<file path="src/rtl/temp_conv_sequencer_pkg.sv">
// Shared state encoding and datapath constants for the Celsius-to-Fahrenheit sequencer.
package temp_conv_sequencer_pkg;

   typedef enum logic [2:0] {
      IDLE = 3'd0,
      MUL  = 3'd1,
      DIV  = 3'd2,
      ADD  = 3'd3,
      OUT  = 3'd4
   } state_e;

   localparam int P_W       = 12;
   localparam int DIV_STEPS = 12;

   localparam logic [3:0]     DIVISOR     = 4'd5;
   localparam logic [P_W-1:0] OFFSET      = 12'd32;
   // The divider's iteration counter is loaded with this and counts down to zero.
   localparam logic [3:0]     DIV_TC_LOAD = 4'(DIV_STEPS - 1);

endpackage

</file>
<file path="src/rtl/temp_conv_sequencer_if.sv">
// Valid/ready sample and result handshake between sensor reader, sequencer and consumers.
interface temp_conv_sequencer_if;

   logic       in_valid;
   logic       in_ready;
   logic [7:0] c_in;
   logic       out_valid;
   logic       out_ready;
   logic [7:0] f_out;
   logic       f_ovf;
   logic       busy;

   modport master (
      output in_valid, c_in, out_ready,
      input  in_ready, out_valid, f_out, f_ovf, busy
   );

   modport slave (
      input  in_valid, c_in, out_ready,
      output in_ready, out_valid, f_out, f_ovf, busy
   );

endinterface

</file>
<file path="src/rtl/temp_conv_sequencer_div5_serial.sv">
// Restoring divide-by-5, one quotient bit per cycle, MSB first; start loads the dividend.
module temp_conv_sequencer_div5_serial
   import temp_conv_sequencer_pkg::*;
(
   input  logic           clk_100MHz,
   input  logic           reset,
   input  logic           start,
   input  logic [P_W-1:0] dividend,
   output logic           done,
   output logic [P_W-1:0] quotient
);

   logic [P_W-1:0] dvd_q, dvd_d;
   logic [P_W-1:0] quo_q, quo_d;
   logic [2:0]     rem_q, rem_d;
   logic [3:0]     cnt_q, cnt_d;
   logic           run_q, run_d;
   logic [3:0]     trial;

   always_comb begin
      dvd_d = dvd_q;
      quo_d = quo_q;
      rem_d = rem_q;
      cnt_d = cnt_q;
      run_d = run_q;
      trial = {rem_q, dvd_q[P_W-1]};
      if (start) begin
         dvd_d = dividend;
         quo_d = '0;
         rem_d = '0;
         cnt_d = DIV_TC_LOAD;
         run_d = 1'b1;
      end else if (run_q) begin
         dvd_d = {dvd_q[P_W-2:0], 1'b0};
         // Remainder stays below 5, so 3 bits hold it after each restore.
         if (trial >= DIVISOR) begin
            rem_d = 3'(trial - DIVISOR);
            quo_d = {quo_q[P_W-2:0], 1'b1};
         end else begin
            rem_d = trial[2:0];
            quo_d = {quo_q[P_W-2:0], 1'b0};
         end
         if (cnt_q == 4'd0) run_d = 1'b0;
         else               cnt_d = cnt_q - 4'd1;
      end
   end

   always_ff @(posedge clk_100MHz) begin
      if (reset) begin
         dvd_q <= '0;
         quo_q <= '0;
         rem_q <= '0;
         cnt_q <= '0;
         run_q <= 1'b0;
      end else begin
         dvd_q <= dvd_d;
         quo_q <= quo_d;
         rem_q <= rem_d;
         cnt_q <= cnt_d;
         run_q <= run_d;
      end
   end

   assign done     = run_q && (cnt_q == 4'd0);
   assign quotient = quo_q;

endmodule

</file>
<file path="src/rtl/temp_conv_sequencer.sv">
// Sequenced f = (c*9)/5 + 32 on a shared shift-add / serial-divide datapath.
//  state | meaning
//  IDLE  | ready for a Celsius sample
//  MUL   | form c*9 (+2 when rounding), start divider
//  DIV   | 12 serial divide steps
//  ADD   | add offset, flag/clamp overflow, raise out_valid
//  OUT   | hold result until consumer takes it
module temp_conv_sequencer
   import temp_conv_sequencer_pkg::*;
#(
   parameter bit ROUND    = 1'b0,
   parameter bit SATURATE = 1'b1
) (
   input logic                  clk_100MHz,
   input logic                  reset,
   temp_conv_sequencer_if.slave bus
);

   state_e         state_q, state_d;
   logic [7:0]     c_q, c_d;
   logic [7:0]     f_out_q, f_out_d;
   logic           f_ovf_q, f_ovf_d;
   logic           out_valid_q, out_valid_d;
   logic           div_start;
   logic           div_done;
   logic [P_W-1:0] div_quo;
   logic [P_W-1:0] prod;
   logic [P_W-1:0] sum;
   logic           ovf;

   temp_conv_sequencer_div5_serial u_div (
      .clk_100MHz (clk_100MHz),
      .reset      (reset),
      .start      (div_start),
      .dividend   (prod),
      .done       (div_done),
      .quotient   (div_quo)
   );

   always_comb begin
      state_d     = state_q;
      c_d         = c_q;
      f_out_d     = f_out_q;
      f_ovf_d     = f_ovf_q;
      out_valid_d = out_valid_q;
      div_start   = 1'b0;
      prod        = ({4'd0, c_q} << 3) + {4'd0, c_q} + (ROUND ? 12'd2 : 12'd0);
      sum         = div_quo + OFFSET;
      ovf         = (sum > 12'd255);
      case (state_q)
         IDLE: if (bus.in_valid) begin
            c_d     = bus.c_in;
            state_d = MUL;
         end
         MUL: begin
            div_start = 1'b1;
            state_d   = DIV;
         end
         DIV: if (div_done) state_d = ADD;
         ADD: begin
            f_ovf_d     = ovf;
            f_out_d     = (SATURATE && ovf) ? 8'hFF : sum[7:0];
            out_valid_d = 1'b1;
            state_d     = OUT;
         end
         OUT: if (bus.out_ready) begin
            out_valid_d = 1'b0;
            state_d     = IDLE;
         end
         default: state_d = IDLE;
      endcase
   end

   always_ff @(posedge clk_100MHz) begin
      if (reset) begin
         state_q     <= IDLE;
         c_q         <= '0;
         f_out_q     <= '0;
         f_ovf_q     <= 1'b0;
         out_valid_q <= 1'b0;
      end else begin
         state_q     <= state_d;
         c_q         <= c_d;
         f_out_q     <= f_out_d;
         f_ovf_q     <= f_ovf_d;
         out_valid_q <= out_valid_d;
      end
   end

   assign bus.in_ready  = (state_q == IDLE);
   assign bus.busy      = (state_q != IDLE);
   assign bus.out_valid = out_valid_q;
   assign bus.f_out     = f_out_q;
   assign bus.f_ovf     = f_ovf_q;

endmodule

</file>
<file path="src/flat_wrapper.sv">
// flat-port wrapper written by rule: the top's interface ports become plain ports
module temp_conv_sequencer_flat import temp_conv_sequencer_pkg::*;
#(
   parameter bit ROUND    = 1'b0,
   parameter bit SATURATE = 1'b1
)
  (clk_100MHz, reset, bus_in_valid, bus_c_in, bus_out_ready, bus_in_ready, bus_out_valid, bus_f_out, bus_f_ovf, bus_busy);
  temp_conv_sequencer_if bus_i ();
  input logic clk_100MHz;
  input logic reset;
  input wire logic [$bits(bus_i.in_valid)-1:0] bus_in_valid;
  input wire logic [$bits(bus_i.c_in)-1:0] bus_c_in;
  input wire logic [$bits(bus_i.out_ready)-1:0] bus_out_ready;
  output wire logic [$bits(bus_i.in_ready)-1:0] bus_in_ready;
  output wire logic [$bits(bus_i.out_valid)-1:0] bus_out_valid;
  output wire logic [$bits(bus_i.f_out)-1:0] bus_f_out;
  output wire logic [$bits(bus_i.f_ovf)-1:0] bus_f_ovf;
  output wire logic [$bits(bus_i.busy)-1:0] bus_busy;
  assign bus_i.in_valid = bus_in_valid;
  assign bus_i.c_in = bus_c_in;
  assign bus_i.out_ready = bus_out_ready;
  assign bus_in_ready = bus_i.in_ready;
  assign bus_out_valid = bus_i.out_valid;
  assign bus_f_out = bus_i.f_out;
  assign bus_f_ovf = bus_i.f_ovf;
  assign bus_busy = bus_i.busy;
  temp_conv_sequencer #(.ROUND(ROUND), .SATURATE(SATURATE)) u_core (.clk_100MHz(clk_100MHz), .reset(reset), .bus(bus_i));
endmodule
</file>
<file path="config.mk">
export PLATFORM = sky130hd
export DESIGN_NAME = temp_conv_sequencer_flat
export DESIGN_NICKNAME = d
export VERILOG_FILES = /design/src/rtl/temp_conv_sequencer_pkg.sv /design/src/rtl/temp_conv_sequencer_if.sv /design/src/rtl/temp_conv_sequencer_div5_serial.sv /design/src/rtl/temp_conv_sequencer.sv /design/src/flat_wrapper.sv
export SDC_FILE = /design/constraint.sdc
export NUM_CORES = 1
export LEC_CHECK = 0
export ABC_AREA = 0
export CAP_MARGIN = 20
export CORE_ASPECT_RATIO = 0.7
export CORE_MARGIN = 2
export CORE_UTILIZATION = 55
export CTS_BUF_LIST = sky130_fd_sc_hd__clkbuf_16
export CTS_CLUSTER_SIZE = 8
export DETAILED_ROUTE_END_ITERATION = 6
export PLACE_DENSITY = 0.77
export SLEW_MARGIN = 40
export SYNTH_ARGS = -nofsm -noshare
export SYNTH_HDL_FRONTEND = slang
export SYNTH_SLANG_ARGS = --single-unit
</file>
<file path="constraint.sdc">
create_clock -name clk_100MHz -period 3.85 [get_ports clk_100MHz]
set_input_delay 0.385 -clock clk_100MHz [delete_from_list [all_inputs] [get_ports clk_100MHz]]
set_output_delay 0.385 -clock clk_100MHz [all_outputs]
set_load 0.01 [all_outputs]
</file>
=== Yosys cells after proc, flatten, opt, wreduce, memory -nomap -nowiden ===
Index checks and enable logic that the tools add are counted.

* Input port bits: 12
* Flip-flop bits (word level): 53

* Magnitude comparators: 2
* Eq/ne operators: 8
* Bitwise logic cells: 1
* Add/sub/neg operators: 4
* Reductions and logical operators: 12
* Multiplexer cells: 18

{| class="wikitable"
|+ Operator list
! operator !! number
|-
| $mux 12 || 2
|-
| $pmux 3 s5 || 1
|-
| $add 11x8->12 || 1
|-
| $add 12x6->12 const B || 1
|-
| $gt 12x8->1 const B || 1
|-
| $mux 3 || 4
|-
| $mux 4 || 3
|-
| $mux 8 || 1
|-
| $reduce_and 2->1 || 4
|-
| $eq 3x2->1 const B || 2
|-
| $mux 1 || 6
|-
| $ge 4x3->1 const B || 1
|-
| $logic_not 4->1 || 1
|-
| $ne 2x1->1 const B || 2
|-
| $ne 2x2->1 const B || 2
|-
| $reduce_bool 2->1 || 2
|-
| $sub 4x1->4 const B || 1
|-
| $eq 3x1->1 const B || 1
|-
| $eq 3x3->1 const B || 1
|-
| $logic_not 3->1 || 1
|-
| $reduce_and 3->1 || 1
|-
| $reduce_bool 3->1 || 1
|-
| $sub 3x3->3 const B || 1
|-
| $pmux 1 s2 || 1
|-
| other kinds (3) || 3
|}

=== Depth between registers and ports, before layout ===
Gate-level depths: netlist of the first run.

* Word-level depth: 4
* Mapped depth: 7
* Mapped depth without buffers: 7

=== Cells and area by module ===
A second synthesis of the first run with hierarchy kept.

* Cells, all modules: 302
* Area, all modules: 2647.5 sq um

{| class="wikitable"
|+ Modules (own cells, without submodules)
! module !! area an instance (sq um) !! instances !! cells an instance !! sequential area each (sq um)
|-
| temp_conv_sequencer_div5_serial || 1462.7 || 1 || 161 || 640.6
|-
| temp_conv_sequencer || 1184.9 || 1 || 141 || 420.4
|}

=== Worst setup path before layout of the first run ===
No wires, ideal clock.

* Path kind: register -> register
* Start point: register u_core.c_q[0]
* End point: register u_core.u_div.dvd_q[9]
* Data required time: 3764 ps
* Data arrival time: 1772 ps
* Cell stages (with the launch flop): 8
* Path slack: 1992 ps
* Cell sequence: dfxtp_1 > ha_1 > fa_1 > a21o_1 > a211oi_1 > nor3b_1 > xnor2_1 > a211oi_1

* Longest elaborated chain between the ends: 2

{| class="wikitable"
|+ RTL lines
! element !! RTL line !! source
|-
| start: declaration || temp_conv_sequencer.sv:20 || <nowiki>logic [7:0] c_q, c_d;</nowiki>
|-
| start signal: assignment || temp_conv_sequencer.sv:77 || <nowiki>c_q <= '0;</nowiki>
|-
| start signal: assignment || temp_conv_sequencer.sv:83 || <nowiki>c_q <= c_d;</nowiki>
|-
| $add 11x8->12 || temp_conv_sequencer.sv:47 || <nowiki>prod = ({4'd0, c_q} << 3) + {4'd0, c_q} + (ROUND ? 12'd2 : 12'd0);</nowiki>
|-
| $mux 12 || temp_conv_sequencer_div5_serial.sv:27 || <nowiki>if (start) begin</nowiki>
|-
| end signal: assignment || temp_conv_sequencer_div5_serial.sv:56 || <nowiki>dvd_q <= dvd_d;</nowiki>
|-
| end: declaration || temp_conv_sequencer_div5_serial.sv:13 || <nowiki>logic [P_W-1:0] dvd_q, dvd_d;</nowiki>
|}

No other way between the ends.
A chain may end at the register's enable or synchronous reset.

=== Worst setup path in the final report of the first run ===
* Start point: register u_core.state_q[1]
* End point: register u_core.u_div.dvd_q[8]

* Longest elaborated chain between the ends: 3
* Elaborated cells on any way between the ends: 4

{| class="wikitable"
|+ RTL lines
! element !! RTL line !! source
|-
| start: declaration || temp_conv_sequencer.sv:19 || <nowiki>state_e state_q, state_d;</nowiki>
|-
| start signal: assignment || temp_conv_sequencer.sv:82 || <nowiki>state_q <= state_d;</nowiki>
|-
| $eq 3x1->1 * || temp_conv_sequencer.sv:50 || <nowiki>case (state_q)</nowiki>
|-
| $mux 1 * || temp_conv_sequencer.sv:50 ||
|-
| $mux 12 / $reduce_bool 2->1 (equally long branches) || n/a ||
|}

Mark *: on every way between the ends. The rest lies on a longest branch, timed or not.

==> results of run 1 <==
==> power by group <==
group | internal (mW) | switching, mW | leakage, nW
logic | 0.0812 | 0.0913 | 0.555
registers | 0.576 | 0.0296 | 0.431
clock network | 0.245 | 0.214 | 0.0704
total | 0.902 | 0.334 | 1.06
==> routing by layer <==
layer	up-vias	track usage	wire, um
li1	1013	-	-
met1	926	0.2977	2673
met2	52	0.2958	1941
met3	7	0.04082	242
met4	0	0.07483	70
met5	-	0	0
==> logic make-up (layout without fill, tap and decap cells) <==
family / Yosys count / after routing
simple gates: 103 / 103
compound gates: 59 / 59
flops: 53 / 53
buf+inv: 25 / 40
mux: 23 / 23
fa+ha+maj: 11 / 11
xor+xnor: 7 / 7
==> layout make-up <==
cell class / count / area share
clock buffers: 5 / 0.04335
clock inverters: 3 / 0.008669
inverters: 7 / 0.009103
multi-input cells: 203 / 0.4625
flip-flops and latches: 53 / 0.3676
well taps: 55 / 0.02384
repair buffers: 25 / 0.08496
==> registers in the layout (all words and copies together) (netlist names) <==
name,flops
u_core.bus.f_out,8
u_core.bus.f_ovf,1
u_core.bus.out_valid,1
u_core.c_q,8
u_core.state_q,3
u_core.u_div.cnt_q,4
u_core.u_div.dvd_q,12
u_core.u_div.quotient,12
u_core.u_div.rem_q,3
u_core.u_div.run_q,1
==> how the worst min path moves through the flow <==
stage,slack [ns],cells after the start,to,from
floorplan,0.43,2,u_core.u_div.rem_q[2]$_SDFFE_PP0P_,u_core.u_div.rem_q[2]$_SDFFE_PP0P_
global route,0.48,2,u_core.u_div.rem_q[2]$_SDFFE_PP0P_,u_core.u_div.rem_q[2]$_SDFFE_PP0P_
finish,0.46,2,u_core.u_div.rem_q[2]$_SDFFE_PP0P_,u_core.u_div.rem_q[2]$_SDFFE_PP0P_
CTS,0.46,2,u_core.u_div.rem_q[2]$_SDFFE_PP0P_,u_core.u_div.rem_q[2]$_SDFFE_PP0P_
detailed placement,0.45,2,u_core.u_div.rem_q[2]$_SDFFE_PP0P_,u_core.u_div.rem_q[2]$_SDFFE_PP0P_
global placement,0.44,2,u_core.u_div.rem_q[2]$_SDFFE_PP0P_,u_core.u_div.rem_q[2]$_SDFFE_PP0P_
==> worst min-delay path, stage by stage (launching register included) <==
cell,delay [ns]
sky130_fd_sc_hd__dfxtp_1,0.31
sky130_fd_sc_hd__nand2_1,0.05
sky130_fd_sc_hd__a21oi_1,0.05
==> metrics by stage <==
stage                     power, mW  cells
after floorplan              0.7439    281
after global placement       0.7855    343
after detailed placement     0.7891    343
after CTS                     1.240    351
after global routing          1.287    351
final                         1.237    351
==> placed cells by master, fill, tap and decap left out, drive strengths merged, types with 2 or more instances in the layout <==
| cell | synthesis | final |
|---|---|---|
| a211oi | 15 | 15 |
| a21o | 2 | 2 |
| a21oi | 22 | 22 |
| and2 | 3 | 3 |
| and3 | 2 | 2 |
| buf | 11 | 2 |
| clkbuf | 7 | 5 |
| clkdlybuf4s50 | 0 | 23 |
| dfxtp | 53 | 53 |
| ha | 10 | 10 |
| inv | 7 | 8 |
| mux2i | 23 | 23 |
| nand2 | 21 | 21 |
| nand2b | 2 | 2 |
| nand3 | 4 | 4 |
| nand3b | 3 | 3 |
| nor2 | 43 | 43 |
| nor2b | 3 | 3 |
| nor3 | 9 | 9 |
| nor3b | 3 | 3 |
| nor4 | 4 | 4 |
| o21a | 7 | 7 |
| o21ai | 5 | 5 |
| o31ai | 2 | 2 |
| xnor2 | 6 | 6 |
==> out/summary.md, run 1 <==
• Synthesized Nets: 304
• launch instance of the worst register-to-register path: u_core.state_q[1]$_SDFFE_PP0P_
• multi-input gate area in the final layout: 0.001335 mm^2
• predominant post-synthesis flop cell: sky130_fd_sc_hd__dfxtp_1
• global-route total usage across every layer: 0.2021
• final estimated routing congestion in global placement: 0.8136
• type of the worst setup path: reg2reg
• total congestion overflow: 0
• wire length per cell: 14.04 um
• library cell with the highest instance count after synthesis: sky130_fd_sc_hd__dfxtp_1
• adder-cell share of the synthesized area: 0.05757
• sequential element share of the synthesized area: 0.4208
• DR DRC count: 0
• P per Cell Area: 428.5 mW/mm^2
• maximum clock insertion buffer count: 2
• setup repair after global routing missed its margin: false
• antenna viol nets, final: 0
• first-pass GRT wire length: 8176 um
• Syn Std Cell Area: 0.002521 mm^2
• result of the run: finished clean
• clock edge transition at the registers on the reported setup and hold paths: 0.08 ns
• leakage power figure: 1.056 nW
• final count of hold timing violations: 0
• highest cell delay on the worst timing path: 0.71 ns
• count of H-tree levels built during CTS: 2
• post-synthesis xor/xnor area fraction: 0.02432
• final number of setup-violating endpoints: 0
• die extent in y: 60.65 um
• startpoint of the most critical setup path: u_core.state_q[1]$_SDFFE_PP0P_
• Post-CTS Resized: 0
• DR pass1 iterations: 4
• kind of end point of the critical path: register
• clock tree root driver cell: sky130_fd_sc_hd__clkbuf_16
• crit path max-delay cell type: sky130_fd_sc_hd__or4b_1
• combinational family with the most area after synthesis: simple AND/OR/NAND/NOR gates
• clock latency at the later pin of the worst-skew pair: 0.30 ns
• cell types with the largest area share after synthesis: sky130_fd_sc_hd__dfxtp_1 42%, sky130_fd_sc_hd__mux2i_1 9.1%, sky130_fd_sc_hd__nor2_1 6.4%, sky130_fd_sc_hd__ha_1 5.0%, sky130_fd_sc_hd__a211oi_1 4.5%
• post-synthesis to final-layout area growth: 14.49%
• via count: 1998
• number of buffers added on ports: 23
• kind of start point of the critical path: register
• Worst setup endpoint: u_core.u_div.dvd_q[8]$_SDFFE_PP0P_
• critical path cell sequence: nand3b_1 -> or4b_1 -> o31ai_1 -> a211o_1
• end-of-flow core utilization: 0.6591
• TritonCTS clock tree: done
• Least-Margin Pin Slew: 0.7777 ns
• count of nets after finishing: 318
• Detailed Route Iter0 Violations: 58
• number of instances in the synthesized netlist: 281
• x dimension of the die: 84.92 um
• worst hold path type: reg2reg
• worst path buffer plus inverter count: 0
• share of post-route cells with drive strength above 1: 0.06419
• area inside the core boundary: 0.004379 mm^2
• Crit path required time: 4.09 ns
• WHS: 0.4556 ns
• via count of the first global-routing pass: 1751
• ant diodes: 0
• multiplexer share of the synthesized area: 0.09132
• Post-CTS Repair Setup Buffers: 0
• post-placement setup slack: 1.817 ns
• area fraction in compound gates after synthesis: 0.1553
• max-cap violations: 0
• distinct cell type count after synthesis: 44
• hold_buf cts: 0
• number of synthesized flops with an enable pin: 0
• number of sinks handled by clock tree synthesis: 53
• post-route cell area: 0.002887 mm^2
• area of the die: 0.005150 mm^2
• Synth area leader: sky130_fd_sc_hd__dfxtp_1
• Total Wirelength: 4928 um
• simple logic cell fraction of the synthesized area: 0.2010
• Worst Clk Skew: 0.01092 ns
• TritonCTS Buffers: 5
• count of standard-cell rows: 20
• HPWL after DPL: 3316 um
• share of synthesized registers carrying an async set or reset: 0
• worst flop-to-flop path endpoint: u_core.u_div.dvd_q[8]$_SDFFE_PP0P_
• cells on worst reg2reg path: 4
• maximum clock frequency: 481.6 MHz
• critical path's top delay family: simple AND/OR/NAND/NOR gates
• initial antenna violation count: 0
• flop and latch count out of synthesis: 53
• tightest slew margin relative to the limit: 0.4800
• Total Negative Setup Slacks: 0 ns
• placed inst area: 0.002736 mm^2
• top post-synthesis cells by count: 53 x sky130_fd_sc_hd__dfxtp_1, 43 x sky130_fd_sc_hd__nor2_1, 23 x sky130_fd_sc_hd__mux2i_1
• maximum vdd drop: 0.2757 mV
• count of pins over their slew limit: 0
• pin count of the biggest net entering global routing: 35
• fin worst setup slack: 1.773 ns
• stages on the worst setup path: 4
• CP Data Arrival Time: 2.31 ns
• count of yosys warnings during synthesis: 0
• Via density: 5.692
• area fraction of the dominant cell type after synthesis: 0.4208
• setup slack, reg-to-reg: 1.77 ns
• register cell area after layout: 0.001061 mm^2
• min Tclk post-route: 2.077 ns
• largest fanout on the critical path: 22
• number of fill cells in the layout: 385
• crit share post-route: 0.5394
• I/O pin total: 24
• Avg Cell Area, Syn: 8.972 um^2
• initial core utilization: 0.5757
Note: power is estimated with default switching activity, not from simulation.
==> run 2: changes to the inputs <==
--- a/config.mk
+++ b/config.mk
@@ -9,11 +9,11 @@
 export CAP_MARGIN = 20
 export CORE_ASPECT_RATIO = 0.7
 export CORE_MARGIN = 2
-export CORE_UTILIZATION = 55
+export CORE_UTILIZATION = 51
 export CTS_BUF_LIST = sky130_fd_sc_hd__clkbuf_16
 export CTS_CLUSTER_SIZE = 8
 export DETAILED_ROUTE_END_ITERATION = 6
-export PLACE_DENSITY = 0.77
+export PLACE_DENSITY = 0.75
 export SLEW_MARGIN = 40
 export SYNTH_ARGS = -nofsm -noshare
 export SYNTH_HDL_FRONTEND = slang
==> constraint.sdc (replaced) <==
create_clock -name clk_100MHz -period 1.75 [get_ports clk_100MHz]
set_input_delay 0.175 -clock clk_100MHz [delete_from_list [all_inputs] [get_ports clk_100MHz]]
set_output_delay 0.175 -clock clk_100MHz [all_outputs]
set_load 0.01 [all_outputs]
==> run 2 against run 1 <==
The flow now finishes with violations (setup timing); count of clock-buffer cells in the layout did not move; critical path depth rose by 3; wire length rose by 12%; sequential power rose by 120%; first-iteration DRC count rose by 130%; total power rose by 150%; final cell count rose by 9.7%; non-clock buffer count rose by 20; worst setup slack got worse by 1.8 ns; largest cell class unchanged.
==> out/summary.md, run 2 (synthesis results as in run 1) <==
• DR DRC count: 0, unchanged
• CP Data Arrival Time: 2.00 ns, was 2.31 ns
• highest cell delay on the worst timing path: 0.36 ns, was 0.71 ns
• area of the die: 0.005531 mm^2, was 0.005150 mm^2
• count of non-filler cells in the finished layout: 385, was 351
• critical path cell sequence: ha_4 -> fa_2 -> a21o_1 -> a211oi_2 -> nor3b_2 -> xnor2_1 -> a211oi_1, was nand3b_1 -> or4b_1 -> o31ai_1 -> a211o_1
• number of sinks handled by clock tree synthesis: 53, unchanged
• TritonCTS clock tree: done, unchanged
• setup repair after global routing missed its margin: true, was false
• Total Negative Setup Slacks: -0.05861 ns, was 0 ns
• Detailed Route Iter0 Violations: 134, was 58
• clock latency at the later pin of the worst-skew pair: 0.29 ns, was 0.30 ns
• via count of the first global-routing pass: 1982, was 1751
• HPWL after DPL: 3646 um, was 3316 um
• ant diodes: 0, unchanged
• share of post-route cells with drive strength above 1: 0.1677, was 0.06419
• via count: 2050, was 1998
• first-pass GRT wire length: 9294 um, was 8176 um
• type of the worst setup path: reg2reg, unchanged
• DR pass1 iterations: 4, unchanged
• post-placement setup slack: -0.05533 ns, was 1.817 ns
• placed inst area: 0.002899 mm^2, was 0.002736 mm^2
• TritonCTS Buffers: 5, unchanged
• final estimated routing congestion in global placement: 0.8938, was 0.8136
• P per Cell Area: 972.9 mW/mm^2, was 428.5 mW/mm^2
• count of pins over their slew limit: 0, unchanged
• final number of setup-violating endpoints: 1, was 0
• total congestion overflow: 0, unchanged
• clock tree root driver cell: sky130_fd_sc_hd__clkbuf_16, unchanged
• result of the run: finished with violations, was finished clean
• crit path max-delay cell type: sky130_fd_sc_hd__fa_2, was sky130_fd_sc_hd__or4b_1
• critical path's top delay family: compound AO/OA/AOI/OAI gates, was simple AND/OR/NAND/NOR gates
• worst path buffer plus inverter count: 0, unchanged
• min Tclk post-route: 1.809 ns, was 2.077 ns
• Total Wirelength: 5498 um, was 4928 um
• crit share post-route: 1.033, was 0.5394
• most common cell after layout, fill and taps aside: sky130_fd_sc_hd__dfxtp_1, unchanged
• clock edge transition at the registers on the reported setup and hold paths: 0.07 ns, was 0.08 ns
• pin count of the biggest net entering global routing: 27, was 35
• Via density: 5.325, was 5.692
• number of buffers added on ports: 23, unchanged
• antenna viol nets, final: 0, unchanged
• count of nets after finishing: 338, was 318
• fin worst setup slack: -0.05861 ns, was 1.773 ns
• Cell Count Post-Placement: 375, was 343
• I/O pin total: 24, unchanged
• leakage power figure: 1.189 nW, was 1.056 nW
• post-synthesis to final-layout area growth: 25.01%, was 14.49%
• kind of start point of the critical path: register, unchanged
• final count of hold timing violations: 0, unchanged
• x dimension of the die: 88.04 um, was 84.92 um
• highest-count cells in the layout ignoring fill and taps: 47 x sky130_fd_sc_hd__dfxtp_1, 42 x sky130_fd_sc_hd__nor2_1, 23 x sky130_fd_sc_hd__mux2i_1, was 53 x sky130_fd_sc_hd__dfxtp_1, 43 x sky130_fd_sc_hd__nor2_1, 23 x sky130_fd_sc_hd__mux2i_1, 23 x sky130_fd_sc_hd__clkdlybuf4s50_1, 22 x sky130_fd_sc_hd__a21oi_1
• WHS: 0.4283 ns, was 0.4556 ns
• largest fanout on the critical path: 2, was 22
• count of H-tree levels built during CTS: 2, unchanged
• maximum clock insertion buffer count: 2, unchanged
• global-route total usage across every layer: 0.2142, was 0.2021
• die extent in y: 62.83 um, was 60.65 um
• maximum vdd drop: 0.5475 mV, was 0.2757 mV
• wire length per cell: 14.28 um, was 14.04 um
• Least-Margin Pin Slew: 0.3485 ns, was 0.7777 ns
• tightest slew margin relative to the limit: 0.7673, was 0.4800
• initial antenna violation count: 0, unchanged
• post-route cell area: 0.003152 mm^2, was 0.002887 mm^2
• count of standard-cell rows: 21, was 20
• Worst Clk Skew: 0.006392 ns, was 0.01092 ns
• Crit path required time: 1.95 ns, was 4.09 ns
• area inside the core boundary: 0.004782 mm^2, was 0.004379 mm^2
• maximum clock frequency: 552.9 MHz, was 481.6 MHz
• max-cap violations: 0, unchanged
• worst hold path type: in2reg, was reg2reg
• violations in the final reports: setup timing
• initial core utilization: 0.5272, was 0.5757
• number of fill cells in the layout: 400, was 385
• kind of end point of the critical path: register, unchanged
==> run 2: changes by cell type in the layout (fill, tap and decap cells not counted), sizes merged <==
cell	before	now
clkinv	1	0
dlygate4sd2	0	1
clkinvlp	1	0
bufinv	0	2
clkdlybuf4s50	23	22
buf	2	22
==> run 2: worst min-delay path, delay by kind of cell <==
family                 cells  cell delay, ns
and+or+nand+nor            1            0.05
buffers and inverters      1            0.40
AOI/OAI and AO/OA          1            0.05
==> run 2: final cells by class <==
cell class | instances | area [um^2] | area share
multi-input combinational | 203 | 1383 | 0.4387
sequential | 53 | 1069 | 0.3390
timing repair buffer | 45 | 394.1 | 0.1250
clock buffer | 5 | 125.1 | 0.03970
tap | 69 | 86.33 | 0.02739
clock inverter | 3 | 68.82 | 0.02183
inverter | 7 | 26.28 | 0.008337
==> run 2: per-layer routing <==
metal,track usage,wire length (um),up-vias
met3,0.04491,277,6
met1,0.3174,2850,945
met5,0,0,-
met2,0.3040,2288,57
met4,0.07955,81,0
li1,-,-,1042
==> run 2: per-stage QoR <==
stage | total power, mW | utilization
detailed placement | 1.789 | 0.6062
CTS | 3.063 | 0.6541
global placement | 1.781 | 0.6062
finish | 3.066 | 0.6591
global route | 3.188 | 0.6591
floorplan | 1.639 | -
==> run 2: timing repair <==
action	in CTS	in global routing
resized for setup	10	6
buffers inserted	1	1
hold buffers	0	0
pin swaps	10	6
setup endpoints to repair	6	7
==> run 2: worst paths after layout <==
kind	startpoint	to	slack, ns	depth (start not counted)
hold reg to reg	u_core.u_div.rem_q[2]$_SDFFE_PP0P_	u_core.u_div.rem_q[2]$_SDFFE_PP0P_	0.47	2
setup reg to reg	u_core.c_q[3]$_SDFFE_PP0P_	u_core.u_div.dvd_q[9]$_SDFFE_PP0P_	-0.06	7
hold / removal	bus_c_in[5]	u_core.c_q[5]$_SDFFE_PP0P_	0.43	3
setup / recovery	u_core.c_q[3]$_SDFFE_PP0P_	u_core.u_div.dvd_q[9]$_SDFFE_PP0P_	-0.06	7
==> run 2: report_power, final <==
part           switching (mW)  internal (mW)  total, mW
clock                   0.452          0.825       1.28
sequential             0.0579           1.27       1.33
combinational           0.240          0.221      0.461
==> run 3: changes to the inputs <==
--- a/config.mk
+++ b/config.mk
@@ -6,7 +6,7 @@
 export NUM_CORES = 1
 export LEC_CHECK = 0
 export ABC_AREA = 0
-export CAP_MARGIN = 20
+export CAP_MARGIN = 15
 export CORE_ASPECT_RATIO = 0.7
 export CORE_MARGIN = 2
 export CORE_UTILIZATION = 51
==> results of run 3 <==
No change in the layout: final DEF, timing and power equal those of run 2.
